==> src/rtl/mig_app_pkg.sv <==
// mig_app_pkg: command codes, FSM states and beat pattern shared by the traffic generator
package mig_app_pkg;
  localparam logic [2:0] CMD_WRITE = 3'b000;
  localparam logic [2:0] CMD_READ  = 3'b001;
  typedef enum logic [2:0] {S_IDLE, S_WAIT_CAL, S_WRITE, S_READ, S_DONE} tg_state_t;
  function automatic logic [31:0] pattern(input logic [15:0] i);
    return {i, ~i};
  endfunction
endpackage

==> src/rtl/mig_tg_checker.sv <==
// mig_tg_checker: compares returned beats with the pattern, counts errors, captures first failing address
module mig_tg_checker
  import mig_app_pkg::*;
#(
  parameter int ADDR_WIDTH     = 28,
  parameter int APP_DATA_WIDTH = 128
) (
  input  logic                      clk,
  input  logic                      rst_n,
  input  logic                      i_clear,
  input  logic                      i_valid,
  input  logic [15:0]               i_beat,
  input  logic [ADDR_WIDTH-1:0]     i_addr,
  input  logic [APP_DATA_WIDTH-1:0] i_data,
  output logic [15:0]               o_err_count,
  output logic [ADDR_WIDTH-1:0]     o_first_err_addr
);
  logic [15:0]           r_err_count;
  logic [ADDR_WIDTH-1:0] r_first_err_addr;
  logic                  w_mismatch;
  assign w_mismatch = i_valid && (i_data != {(APP_DATA_WIDTH/32){pattern(i_beat)}});
  assign o_err_count = r_err_count;
  assign o_first_err_addr = r_first_err_addr;
  // a zero count doubles as "no error seen yet" because the count saturates instead of wrapping
  always_ff @(posedge clk or negedge rst_n)
    if (!rst_n) begin
      r_err_count <= '0;
      r_first_err_addr <= '0;
    end else if (i_clear) begin
      r_err_count <= '0;
      r_first_err_addr <= '0;
    end else if (w_mismatch) begin
      if (r_err_count != 16'hFFFF) r_err_count <= r_err_count + 16'd1;
      if (r_err_count == '0) r_first_err_addr <= i_addr;
    end
endmodule

==> src/rtl/mig_app_traffic_gen.sv <==
// mig_app_traffic_gen: app-interface self-test master: write a pattern, read it back, report pass/fail
module mig_app_traffic_gen
  import mig_app_pkg::*;
#(
  parameter int ADDR_WIDTH     = 28,
  parameter int APP_DATA_WIDTH = 128,
  parameter int APP_MASK_WIDTH = 16,
  parameter int NUM_BEATS      = 256,
  parameter int ADDR_STEP      = 8,
  parameter int START_ADDR     = 0,
  parameter int TIMEOUT        = 4096
) (
  input  logic                      clk,
  input  logic                      rst_n,
  input  logic                      init_calib_complete,
  input  logic                      start,
  input  logic                      app_rdy,
  input  logic                      app_wdf_rdy,
  input  logic [APP_DATA_WIDTH-1:0] app_rd_data,
  input  logic                      app_rd_data_valid,
  input  logic                      app_rd_data_end,
  output logic [ADDR_WIDTH-1:0]     app_addr,
  output logic [2:0]                app_cmd,
  output logic                      app_en,
  output logic [APP_DATA_WIDTH-1:0] app_wdf_data,
  output logic                      app_wdf_wren,
  output logic                      app_wdf_end,
  output logic [APP_MASK_WIDTH-1:0] app_wdf_mask,
  output logic                      busy,
  output logic                      done,
  output logic                      pass,
  output logic                      timeout,
  output logic [15:0]               err_count,
  output logic [ADDR_WIDTH-1:0]     first_err_addr
);
  localparam int CW = 17;
  localparam logic [CW-1:0]         L_N     = CW'(NUM_BEATS);
  localparam logic [31:0]           L_TO    = 32'(TIMEOUT - 1);
  localparam logic [ADDR_WIDTH-1:0] L_START = ADDR_WIDTH'(START_ADDR);
  localparam logic [ADDR_WIDTH-1:0] L_STEP  = ADDR_WIDTH'(ADDR_STEP);
  tg_state_t             r_state, w_next;
  logic [CW-1:0]         r_wc, r_wd, r_rc, r_rd, w_idx;
  logic [31:0]           r_wdog;
  logic                  r_timeout, r_abort;
  logic                  w_start, w_cmd_acc, w_wdf_acc, w_rd_acc, w_abort, w_stall, w_unused;
  logic [ADDR_WIDTH-1:0] w_rd_addr;
  assign w_unused  = app_rd_data_end;
  assign w_start   = start && (r_state == S_IDLE || r_state == S_DONE);
  assign w_cmd_acc = app_en && app_rdy;
  assign w_wdf_acc = app_wdf_wren && app_wdf_rdy;
  assign w_rd_acc  = app_rd_data_valid && r_state == S_READ && r_rd < L_N;
  assign w_abort   = !init_calib_complete && (r_state == S_WRITE || r_state == S_READ);
  assign w_stall   = r_state == S_READ && !w_cmd_acc && !app_rd_data_valid && r_wdog == L_TO;
  always_comb begin
    w_next = r_state;
    if (w_start) w_next = S_WAIT_CAL;
    else if (w_abort || w_stall) w_next = S_DONE;
    else if (r_state == S_WAIT_CAL && init_calib_complete) w_next = S_WRITE;
    else if (r_state == S_WRITE && r_wc == L_N && r_wd == L_N) w_next = S_READ;
    else if (r_state == S_READ && r_rd == L_N) w_next = S_DONE;
  end
  assign app_en       = (r_state == S_WRITE && r_wc < L_N) || (r_state == S_READ && r_rc < L_N);
  assign app_cmd      = r_state == S_READ ? CMD_READ : CMD_WRITE;
  assign w_idx        = r_state == S_READ ? r_rc : r_wc;
  assign app_addr     = app_en ? L_START + ADDR_WIDTH'(w_idx) * L_STEP : '0;
  assign app_wdf_wren = r_state == S_WRITE && r_wd < L_N && r_wd <= r_wc;
  assign app_wdf_end  = app_wdf_wren;
  assign app_wdf_data = app_wdf_wren ? {(APP_DATA_WIDTH/32){pattern(r_wd[15:0])}} : '0;
  assign app_wdf_mask = '0;
  assign busy         = !(r_state == S_IDLE || r_state == S_DONE);
  assign done         = r_state == S_DONE;
  assign pass         = done && err_count == '0 && !r_timeout && !r_abort;
  assign timeout      = r_timeout;
  assign w_rd_addr    = L_START + ADDR_WIDTH'(r_rd) * L_STEP;
  always_ff @(posedge clk or negedge rst_n)
    if (!rst_n) begin
      r_state <= S_IDLE;
      r_wc <= '0;
      r_wd <= '0;
      r_rc <= '0;
      r_rd <= '0;
      r_wdog <= '0;
      r_timeout <= 1'b0;
      r_abort <= 1'b0;
    end else begin
      r_state <= w_next;
      if (w_start) begin
        r_wc <= '0;
        r_wd <= '0;
        r_rc <= '0;
        r_rd <= '0;
        r_timeout <= 1'b0;
        r_abort <= 1'b0;
      end else begin
        if (w_cmd_acc && r_state == S_WRITE) r_wc <= r_wc + 1'b1;
        if (w_cmd_acc && r_state == S_READ) r_rc <= r_rc + 1'b1;
        if (w_wdf_acc) r_wd <= r_wd + 1'b1;
        if (w_rd_acc) r_rd <= r_rd + 1'b1;
        if (w_stall) r_timeout <= 1'b1;
        if (w_abort) r_abort <= 1'b1;
      end
      r_wdog <= (r_state != S_READ || w_cmd_acc || app_rd_data_valid) ? '0 : r_wdog + 32'd1;
    end
  mig_tg_checker #(
    .ADDR_WIDTH(ADDR_WIDTH),
    .APP_DATA_WIDTH(APP_DATA_WIDTH)
  ) u_checker (
    .clk(clk),
    .rst_n(rst_n),
    .i_clear(w_start),
    .i_valid(w_rd_acc),
    .i_beat(r_rd[15:0]),
    .i_addr(w_rd_addr),
    .i_data(app_rd_data),
    .o_err_count(err_count),
    .o_first_err_addr(first_err_addr)
  );
endmodule
==> config.mk <==
export PLATFORM = sky130hd
export DESIGN_NAME = mig_app_traffic_gen
export DESIGN_NICKNAME = d
export VERILOG_FILES = /design/src/rtl/mig_app_pkg.sv /design/src/rtl/mig_tg_checker.sv /design/src/rtl/mig_app_traffic_gen.sv
export SDC_FILE = /design/constraint.sdc
export NUM_CORES = 1
export LEC_CHECK = 0
export ABC_AREA = 1
export BUFFER_PORTS_ARGS = -buffer_cell sky130_fd_sc_hd__buf_2
export CAP_MARGIN = 10
export CORE_MARGIN = 5
export CORE_UTILIZATION = 53
export DETAILED_ROUTE_END_ITERATION = 8
export MAX_ROUTING_LAYER = met4
export PLACE_DENSITY = 0.82
export SYNTH_ARGS = -nofsm -noshare
export SYNTH_HDL_FRONTEND = slang
export SYNTH_SLANG_ARGS = --single-unit
==> constraint.sdc <==
create_clock -name clk -period 2.9 [get_ports clk]
set_clock_uncertainty 0.1 [all_clocks]
set_input_delay 0 -clock clk [delete_from_list [all_inputs] [get_ports clk]]
set_output_delay 0 -clock clk [all_outputs]
set_load 0.02 [all_outputs]
==> flow_metrics.py <==
metrics = {
    "logic_synthesis": {
        "synth_compound_area_share_pct": 3.84,
        "post_synth.cell_area_avg_um2": 6.64,
        "yosys.area_share.simple_pct": 35.5,
        "synth_top_family_by_area": "simple AND/OR/NAND/NOR gates",
        "share_of_synthesized_area_occupied_by_flip_flops_and_latches_pct": 29.3,
        "synth_xor_area_share_pct": 9.03,
        "syn-cell-area_um2": 11800,
        "synth_mux_area_share_pct": 0.0850,
        "synth.ff_latch_count": 138,
        "post_synth_num_cell_types": 40,
        "synthesis.instances": 1773,
        "synth_warnings": 0,
        "post_synth_fa_ha_maj_area_fraction_pct": 2.87,
    },
    "global_route": {
        "gr-max-usage-layer": "met2",
        "grt_use_met2_pct": 48.4,
        "grt_first_pass_wirelength_mm": 58.6,
        "grt_use_met3_pct": 4.40,
        "grt_start_max_net_pins": 85,
        "use_met1_pct": 35.9,
        "first_global_vias": 11200,
        "grt_remaining_overflow": 0,
        "grt_antenna_before_repair": 1,
        "grt_util_all_layers_pct": 29.0,
    },
    "clock_network": {
        "source_to_sink_clock_delay_at_the_later_pin_of_the_worst_skew_pair_ps": 420,
        "tritoncts_buffer_count": 17,
        "clk_pin_slew_ps": 60,
        "cts-root-to-sink-buffers": 2,
        "tritoncts": "built",
        "htreeDepth": 4,
        "root_buffer": "clkbuf_16",
        "postCtsSetupRepairBufs": 0,
        "cts.sink_count": 138,
    },
    "die": {
        "die-width_um": 159,
        "core_um2": 21800,
        "floorplan.rows": 54,
        "floorplan.initialDensity_pct": 53.9,
        "boundaryPins": 362,
        "total_die_area_um2": 25300,
        "fp.dieH_um": 159,
    },
    "worst_setup_path": {
        "path_common_cell": "nand2_1",
        "sum_of_buffers_and_inverters_on_the_critical_path": 3,
        "critPathArrivalTime_ps": 2670,
        "cp_cell_sequence": "inv_1 -> ha_1 -> a21oi_1 -> nor2_1 -> nor2_1 -> nand3_1 -> nand2_1 -> nand2_1 -> nand2_1 -> nand4_1 -> buf_6 -> nor2_2 -> buf_2",
        "timing.reg2reg.setup_slack_ps": 290,
        "cp-start-kind": "flop",
        "end_kind": "primary output",
        "cpPeakStageDelay_ps": 420,
        "worst-setup-path-type": "reg2out",
        "crit_path_top_delay_cell": "dfrtp_1",
        "worst_path_dominant_cell_family": "simple AND/OR/NAND/NOR gates",
        "critPathRequiredTime_ps": 2800,
        "crit_fanout": 25,
    },
    "timing": {
        "period_minus_slack_ps": 2770,
        "total_setup_violations_reported_at_the_end_of_the_flow": 0,
        "max_slew_margin_pct": 46.3,
        "fmax_ghz": 0.360,
        "number_of_pins_exceeding_their_max_slew_limit_in_the_final_report": 0,
        "grt_setup_unrepaired": "yes",
        "hold_viol": 0,
        "max_slew.worst_pin.slew_ps": 806,
        "layout_worst_path_cycle_share_pct": 95.7,
    },
    "outcome": {
        "status": "completed",
    },
    "finish": {
        "mostFrequentLayoutCells": "nand2_1, nor2_1, buf_2",
        "finalCoreUtilization_pct": 60.9,
        "design_area_um2": 13300,
        "finalNetCount": 2141,
        "final_layout_size_suffix_gt1_share_pct": 18.6,
        "area_growth_from_synthesis_to_final_layout_pct": 12.9,
        "fillCellCount": 2062,
        "multiInputGateArea_um2": 6400,
        "fin_cells": 2272,
        "seq_area_um2": 3450,
        "final_common_cell": "nand2_1",
    },
    "route": {
        "avgRoutedWirePerCell_um": 16.3,
        "route.detailed.drc": 0,
        "post_drt_via_cell_ratio": 5.09,
        "detail_route.iter0.violations": 915,
        "ant_nets": 0,
        "totalWireLength_mm": 37.0,
        "detailedRoute.firstPassIterationCount": 6,
        "vias": 11600,
    },
    "power_and_ir_drop": {
        "p_leak_nw": 7.23,
        "power_density_nw_per_um2": 578,
        "ir_worst_vdd_uv": 599,
        "design_power_total_mw": 7.69,
    },
    "placed_design": {
        "globalplace.congestion": 1.01,
        "placedCellCount": 2234,
        "place.detailed.hpwl_mm": 29.5,
        "port-buffer-count": 279,
        "postPlaceCellArea_um2": 12600,
    },
    "worst_hold_path": {
        "worst_hold_path_type": "in2reg",
    },
    "flow_run": {
        "drv.max_cap_violation_count": 0,
    },
}
==> cell families (layout without fill, tap and decap cells) <==
group	count (synthesis)	count (layout)
adders and majority gates	27	27
other	1	82
DFF	138	138
AOI/OAI and AO/OA	83	83
and+or+nand+nor	991	991
xor gates and xnor gates	117	117
muxes	1	1
buffers and inverters	415	553
==> flip-flops by register name, indices dropped and copies added (netlist names), 3 cells and up <==
register,count
r_wdog,32
u_checker.o_first_err_addr,17
r_state,3
u_checker.o_err_count,16
r_wc,17
r_wd,17
r_rd,17
r_rc,17
==> per-stage QoR <==
| stage | hold slack (ps) | TNS [ps] | setup slack, ps |
|---|---|---|---|
| 3_3_place_gp | 6.42 | 0 | 390 |
| 3_5_place_dp | 18.3 | 0 | 388 |
| 4_1_cts | 74.1 | 0 | 17.8 |
| 2_1_floorplan | -396 | 0 | 478 |
| 5_1_grt | 127 | -1390 | -54.7 |
| 6_report | 104 | 0 | 126 |
==> final cells by class <==
cell class	count	area share, %
clock buffers	21	3.54
flip-flops and latches	138	26.0
repair buffers	308	12.4
well taps	280	2.64
multi-input cells	1300	48.2
clock inverters	11	1.25
diodes	1	0.0188
inverters	213	6.01
==> cells in the mapped netlist <==
library cell	n	share of area [%]
o21a_1	2	0.13
dfrtp_1	138	29
xor2_1	57	4.2
nor2b_1	1	0.053
a21oi_1	29	1.2
nand2_1	437	14
nand2_4	1	0.096
o21ai_0	39	1.7
clkinv_1	1	0.032
nand3_2	2	0.17
conb_1	1	0.032
or2_2	2	0.11
nand3_4	2	0.30
a211oi_1	7	0.45
o41ai_1	1	0.074
buf_1	6	0.19
nand3b_1	3	0.19
mux2i_1	1	0.085
o31ai_1	3	0.19
buf_4	161	10
and2_1	1	0.053
buf_6	10	0.96
xnor2_2	4	0.55
nor2_1	322	10
ha_1	27	2.9
a31oi_1	2	0.11
clkbuf_1	9	0.29
buf_8	1	0.13
buf_2	15	0.64
inv_1	211	6.7
xnor2_1	55	4.1
nor2_2	6	0.32
xor2_2	1	0.14
nand3_1	86	3.7
nand2_2	1	0.053
nand4_1	66	3.5
nor3_1	44	1.9
nor3b_1	6	0.38
inv_2	1	0.032
nor4_1	11	0.58
==> worst paths after layout <==
kind	startpoint	cells past startpoint	to
worst max register to register	r_rd[15]	13	u_checker.o_first_err_addr[6]
min in group asynchronous	rst_n	2	r_rc[14]
max in group asynchronous	rst_n	3	r_rd[13]
worst min-delay path	start	3	r_state[0]
worst min register to register	u_checker.o_first_err_addr[17]	2	u_checker.o_first_err_addr[17]
worst max-delay path	r_wc[6]	13	app_wdf_data[52]
==> power breakdown <==
group          switching, mW  internal (mW)  total (mW)  leakage [nW]
combinational           2.14          0.923        3.06          5.01
clock                  0.812           1.51        2.32         0.305
sequential             0.238           2.07        2.31          1.91
total                   3.19           4.50        7.69          7.23
==> timing repair <==
action / CTS / global route
endpoints found under the setup margin: 8 / 64
hold buffers: 5 / 0
endpoints found under the hold margin: 103 / 0
resized for setup: 3 / 14
==> tightest hold or removal path, cell delays in order <==
cell and delay [ps]:
buf_2 110, nand2_2 290, nand3_1 180
==> layer usage <==
metal	vias up	share of wire (%)
li1	5707	-
met1	5218	40
met2	575	49
met3	67	7.5
met4	0	3.4
met5	-	0
Note: power is estimated with default switching activity, not from simulation.
